$ cat src/rtl/kv_pkg.sv
// kv_pkg: opcode and response constants shared by the key/flag lookup interface.
package kv_pkg;
   localparam int FLAG_W = 4;
   localparam logic [FLAG_W-1:0] OP_GET     = 4'h1;
   localparam logic [FLAG_W-1:0] OP_SET     = 4'h2;
   localparam logic [FLAG_W-1:0] OP_DEL     = 4'h4;
   localparam logic [FLAG_W-1:0] RSP_HIT    = 4'h1;
   localparam logic [FLAG_W-1:0] RSP_MISS   = 4'h2;
   localparam logic [FLAG_W-1:0] RSP_SET_OK = 4'h4;
   localparam logic [FLAG_W-1:0] RSP_DEL_OK = 4'h5;
   localparam logic [FLAG_W-1:0] RSP_ERR    = 4'hF;
endpackage

$ cat src/rtl/kv_match_array.sv
// kv_match_array: parallel key compare with lowest-index hit and first-free priority encode.
module kv_match_array #(
   parameter int KEY_SIZE = 96,
   parameter int ENTRIES  = 16,
   localparam int IDX_W   = $clog2(ENTRIES)
) (
   input  logic [ENTRIES-1:0][KEY_SIZE-1:0] i_keys,
   input  logic [ENTRIES-1:0]               i_valid,
   input  logic [KEY_SIZE-1:0]              i_key,
   output logic                             o_hit,
   output logic [IDX_W-1:0]                 o_hit_idx,
   output logic                             o_free_avail,
   output logic [IDX_W-1:0]                 o_free_idx,
   output logic                             o_full
);
   // Scanning high to low lets the lowest index overwrite last, giving it priority.
   always_comb begin
      o_hit        = 1'b0;
      o_hit_idx    = '0;
      o_free_avail = 1'b0;
      o_free_idx   = '0;
      for (int i = ENTRIES - 1; i >= 0; i--) begin
         if (i_valid[i] && i_keys[i] == i_key) begin
            o_hit     = 1'b1;
            o_hit_idx = IDX_W'(i);
         end
         if (!i_valid[i]) begin
            o_free_avail = 1'b1;
            o_free_idx   = IDX_W'(i);
         end
      end
   end
   assign o_full = &i_valid;
endmodule

$ cat src/rtl/kv_db_responder.sv
// kv_db_responder: two-stage pipelined key table answering GET/SET/DEL at fixed latency 2.
// Optional hit/miss counters on debug when KV_RESP_STATS_EN is defined.
module kv_db_responder
   import kv_pkg::*;
#(
   parameter int KEY_SIZE = 96,
   parameter int ENTRIES  = 16,
   localparam int IDX_W   = $clog2(ENTRIES)
) (
   input  logic                clk156,
   input  logic                eth_rst,
   input  logic [KEY_SIZE-1:0] in_key,
   input  logic [FLAG_W-1:0]   in_flag,
   input  logic                in_valid,
   output logic                out_valid,
   output logic [FLAG_W-1:0]   out_flag,
   output logic [IDX_W:0]      occupancy,
   output logic [7:0]          debug
);
   logic                             r_s1_valid;
   logic [KEY_SIZE-1:0]              r_s1_key;
   logic [FLAG_W-1:0]                r_s1_flag;
   logic [ENTRIES-1:0][KEY_SIZE-1:0] r_keys;
   logic [ENTRIES-1:0]               r_valid;
   logic [IDX_W-1:0]                 r_rr_ptr;
   logic                             r_out_valid;
   logic [FLAG_W-1:0]                r_out_flag;
   logic [IDX_W:0]                   r_occ;
   logic                             w_hit, w_free_avail, w_full;
   logic [IDX_W-1:0]                 w_hit_idx, w_free_idx, w_wr_idx;
   logic                             w_get, w_set, w_del_op, w_wr_en, w_del;
   logic [FLAG_W-1:0]                w_rsp;

   kv_match_array #(.KEY_SIZE(KEY_SIZE), .ENTRIES(ENTRIES)) u_match (
      .i_keys      (r_keys),
      .i_valid     (r_valid),
      .i_key       (r_s1_key),
      .o_hit       (w_hit),
      .o_hit_idx   (w_hit_idx),
      .o_free_avail(w_free_avail),
      .o_free_idx  (w_free_idx),
      .o_full      (w_full)
   );

   always_comb begin
      w_get    = r_s1_flag == OP_GET;
      w_set    = r_s1_flag == OP_SET;
      w_del_op = r_s1_flag == OP_DEL;
      w_rsp    = w_get ? (w_hit ? RSP_HIT : RSP_MISS) :
                 w_set ? RSP_SET_OK :
                 w_del_op ? (w_hit ? RSP_DEL_OK : RSP_MISS) : RSP_ERR;
      w_wr_en  = r_s1_valid && w_set && !w_hit;
      w_del    = r_s1_valid && w_del_op && w_hit;
      w_wr_idx = w_full ? r_rr_ptr : w_free_idx;
   end

   // Key storage and S1 payload carry no reset; validity alone qualifies them.
   always_ff @(posedge clk156) begin
      r_s1_key  <= in_key;
      r_s1_flag <= in_flag;
      if (w_wr_en) r_keys[w_wr_idx] <= r_s1_key;
   end

   always_ff @(posedge clk156) begin
      if (eth_rst) begin
         r_s1_valid  <= 1'b0;
         r_valid     <= '0;
         r_rr_ptr    <= '0;
         r_out_valid <= 1'b0;
         r_out_flag  <= '0;
         r_occ       <= '0;
      end else begin
         r_s1_valid  <= in_valid;
         r_out_valid <= r_s1_valid;
         if (r_s1_valid) r_out_flag <= w_rsp;
         if (w_wr_en) r_valid[w_wr_idx] <= 1'b1;
         if (w_del) r_valid[w_hit_idx] <= 1'b0;
         if (w_wr_en && w_free_avail) r_occ <= r_occ + (IDX_W+1)'(1);
         else if (w_del) r_occ <= r_occ - (IDX_W+1)'(1);
         if (w_wr_en && w_full) r_rr_ptr <= r_rr_ptr + IDX_W'(1);
      end
   end

   assign out_valid = r_out_valid;
   assign out_flag  = r_out_flag;
   assign occupancy = r_occ;

`ifdef KV_RESP_STATS_EN
   logic [15:0] r_hit_cnt, r_miss_cnt;
   always_ff @(posedge clk156) begin
      if (eth_rst) begin
         r_hit_cnt  <= '0;
         r_miss_cnt <= '0;
      end else begin
         if (r_s1_valid && w_get && w_hit && r_hit_cnt != 16'hFFFF) r_hit_cnt <= r_hit_cnt + 16'd1;
         if (r_s1_valid && (w_get || w_del_op) && !w_hit && r_miss_cnt != 16'hFFFF)
            r_miss_cnt <= r_miss_cnt + 16'd1;
      end
   end
   assign debug = {r_hit_cnt[3:0], r_miss_cnt[3:0]};
`else
   assign debug = 8'(r_occ);
`endif
endmodule
$ cat config.mk
export PLATFORM = sky130hd
export DESIGN_NAME = kv_db_responder
export DESIGN_NICKNAME = d
export VERILOG_FILES = /design/src/rtl/kv_pkg.sv /design/src/rtl/kv_match_array.sv /design/src/rtl/kv_db_responder.sv
export SDC_FILE = /design/constraint.sdc
export NUM_CORES = 2
export LEC_CHECK = 0
export CAP_MARGIN = 15
export CELL_PAD_IN_SITES_DETAIL_PLACEMENT = 1
export CELL_PAD_IN_SITES_GLOBAL_PLACEMENT = 2
export CORE_MARGIN = 2
export CORE_UTILIZATION = 35
export DETAILED_ROUTE_END_ITERATION = 7
export PLACE_DENSITY_LB_ADDON = 0.1
export SLEW_MARGIN = 20
export SYNTH_ARGS = -nofsm -noshare
export SYNTH_HDL_FRONTEND = slang
export SYNTH_SLANG_ARGS = --single-unit
$ cat constraint.sdc
create_clock -name clk156 -period 14.3 [get_ports clk156]
set_clock_uncertainty 0.05 [all_clocks]
set_input_delay 2.86 -clock clk156 [delete_from_list [all_inputs] [get_ports clk156]]
set_output_delay 2.86 -clock clk156 [all_outputs]
set_load 0.05 [all_outputs]
==> flow_metrics.tcl <==
set metrics [dict create \
    grt_pass1_wl_mm 417 \
    multi_input_area_sq_mm 0.0192 \
    drv_cap 0 \
    ys_ff_latch 1667 \
    critical_path_class "reg -> reg" \
    ys_warn_count 0 \
    post-cts-setup-buffers 0 \
    cts_buffers 192 \
    routed_wl_mm 317 \
    slew_headroom_pct 15.6 \
    synth_area_sq_mm 0.0696 \
    reg2reg_to "r_keys[1408]" \
    clockBufferDepth 3 \
    rows 163 \
    hpwlAfterDp_mm 209 \
    tns_ns 0 \
    slew_violations 0 \
    grt_pass1_vias 43200 \
    ys.flop_type "edfxtp_1" \
    power.leakage_nw 25.3 \
    ctsHoldBuffers 0 \
    crit_slowest_cell "clkinv_1" \
    async_reset_ff_share_pct 0 \
    antenna_found_initial 45 \
    endpoint "r_keys[1408]" \
    syn_avg_cell_area_sq_um 15.4 \
    cp.arrival_ns 8.13 \
    synth.yosys.seq_area_share_pct 70.1 \
    fp.dieW_microns 450 \
    max_stage_delay_ns 1.17 \
    crit_start "r_s1_key[1]" \
    clock-sinks 1667 \
    rr_worst_depth 12 \
    crit_buf_inv 3 \
    period_share_pct 54.0 \
    cts_tree "built" \
    clkSlewWorstSetupHoldPaths_ns 0.06 \
    fillCellCount 19800 \
    seq_area_sq_mm 0.0489 \
    fmax_mhz 130 \
    cp_max_fo 65 \
    core-area_sq_mm 0.197 \
    timing.reg2reg.setup_slack_ns 6.58 \
    ios 121 \
    port_buffers 117 \
    cp.required_ns 14.72 \
    synth-edff-count 1536 \
    status "completed" \
    ys_types 75 \
    ir_drop_mv 0.122 \
    cp-end-kind "flip-flop" \
    vias_per_cell 5.86 \
    h-tree-depth 4 \
    cts-root-buf "clkbuf_16" \
    r2r_start "r_s1_key[1]" \
    cts_resized 0 \
    area_delta_synth_final_pct 16.3 \
    gp_congestion 0.963 \
    tightestPinTransition_ns 1.26 \
    start_kind "flip-flop" \
    grt_max_degree 70 \
    setup_violations 0 \
    hold_path.class "reg -> reg" \
    path_depth 12 \
    ant_nets 0 \
    power.density_mw_per_mm2 136 \
    dr_total_vias 44800 \
    grt_usage_pct 30.9 \
    drc 0 \
    nets 4945 \
    drtPass1Iterations 5 \
    netlist_instances 4526 \
    clock_latency_ns 0.86 \
    cp_top_family "simple AND/OR/NAND/NOR gates" \
    period_minus_slack_ns 7.72 \
    die_h_microns 450 \
    wl_per_cell_microns 41.5 \
    die-area_sq_mm 0.202 \
    overflow 0 \
    post-place-ws_ns 6.93 \
    final_cell_mix "edfxtp_1, xnor2_1, nand2b_1, xor2_1, nand4_1" \
    hold_viol 0 \
    finalWorstSetupSlack_ns 6.58 \
    path_cells "clkinv_1 > o22ai_1 > nor4_1 > nand4_1 > nor4_1 > buf_4 > or4b_4 > nor4_4 > nand3_2 > or3_1 > nor2_4 > buf_4" \
    start_util_pct 35.2 \
    rsz0062_at_grt "no" \
    drt_iter0_markers 6434 \
    drive_above_1_share_pct 12.9 \
    final_common_cell "edfxtp_1" \
]
==> worst register-to-register path: cells and delay by family (launching register included) <==
| kind | cells | cell delay [ns] |
|---|---|---|
| AO/OA/AOI/OAI | 1 | 0.50 |
| buffers and inverters | 3 | 2.32 |
| AND/OR/NAND/NOR | 8 | 3.58 |
| flip-flops | 1 | 0.74 |
==> metrics by stage <==
stage	hold WS [ns]	util [%]	std cells	instance area [sq um]	power [mW]
final	0.403	41.0	7652	80900	11.0
after global routing	0.426	40.9	7643	80800	11.3
after CTS	0.406	40.9	7642	80800	11.1
after detailed placement	0.399	37.8	7283	74700	6.21
after global placement	0.393	37.8	7279	74600	6.21
after floorplan	0.429	-	4528	69600	5.78
==> registers in the layout (all words and copies together), names as in the netlist <==
signal,flops
r_s1_flag,4
r_keys,1536
occupancy,5
r_rr_ptr,4
r_valid,16
out_flag,4
out_valid,1
r_s1_key,96
r_s1_valid,1
==> per-layer routing <==
layer | GRT usage [%] | wire length [microns]
met5 | 0 | 21
met4 | 11.1 | 12700
met3 | 4.78 | 24700
met2 | 47.5 | 142000
met1 | 44.2 | 138000
==> cell usage after synthesis (87+ instances only) <==
| master | number | area, sq um |
|---|---|---|
| dfxtp_1 | 131 | 2620 |
| o2111ai_1 | 116 | 1020 |
| edfxtp_1 | 1536 | 46100 |
| buf_4 | 99 | 743 |
| nor4_1 | 184 | 1150 |
| nand2b_1 | 357 | 2230 |
| buf_2 | 87 | 435 |
| xor2_1 | 320 | 2800 |
| inv_1 | 113 | 424 |
| xnor2_1 | 629 | 5510 |
| nand4_1 | 200 | 1250 |
| o2bb2ai_1 | 89 | 780 |
| nor2b_1 | 104 | 651 |
==> how the worst min path moves through the flow <==
stage	from	endpoint	slack [ns]	cells past startpoint
floorplan	r_rr_ptr[3]	r_rr_ptr[3]	0.43	2
global placement	out_flag[1]	out_flag[1]	0.39	2
detailed placement	r_s1_key[3]	r_keys[771]	0.40	0
CTS	out_flag[1]	out_flag[1]	0.41	2
global route	out_flag[1]	out_flag[1]	0.43	2
finish	out_flag[1]	out_flag[1]	0.40	2
==> cell type report <==
class / instances / share of cell area, %
antenna: 10 / 0.0309
sequential: 1667 / 60.4
timing repair buffer: 321 / 3.45
clock inverter: 91 / 1.06
multi-input combinational: 2513 / 23.8
tap: 2640 / 4.08
inverter: 142 / 0.665
clock buffer: 268 / 6.52
==> where the power goes <==
group | switching (mW) | leakage [nW] | internal (mW)
logic | 0.522 | 7.42 | 0.187
clock network | 2.10 | 3.00 | 2.81
registers | 0.0691 | 14.9 | 5.34
==> cell families after synthesis <==
| logic type | Yosys count | share of synthesized area (%) |
|---|---|---|
| AOI/OAI and AO/OA | 519 | 6.11 |
| xor gates and xnor gates | 949 | 12.0 |
| adders and majority gates | 5 | 0.101 |
| buffers and inverters | 348 | 2.65 |
| DFF | 1667 | 70.1 |
| muxes | 3 | 0.0522 |
| other | 1 | 0.00539 |
| and+or+nand+nor | 1034 | 9.05 |
Power figures use the tool's default switching activity.
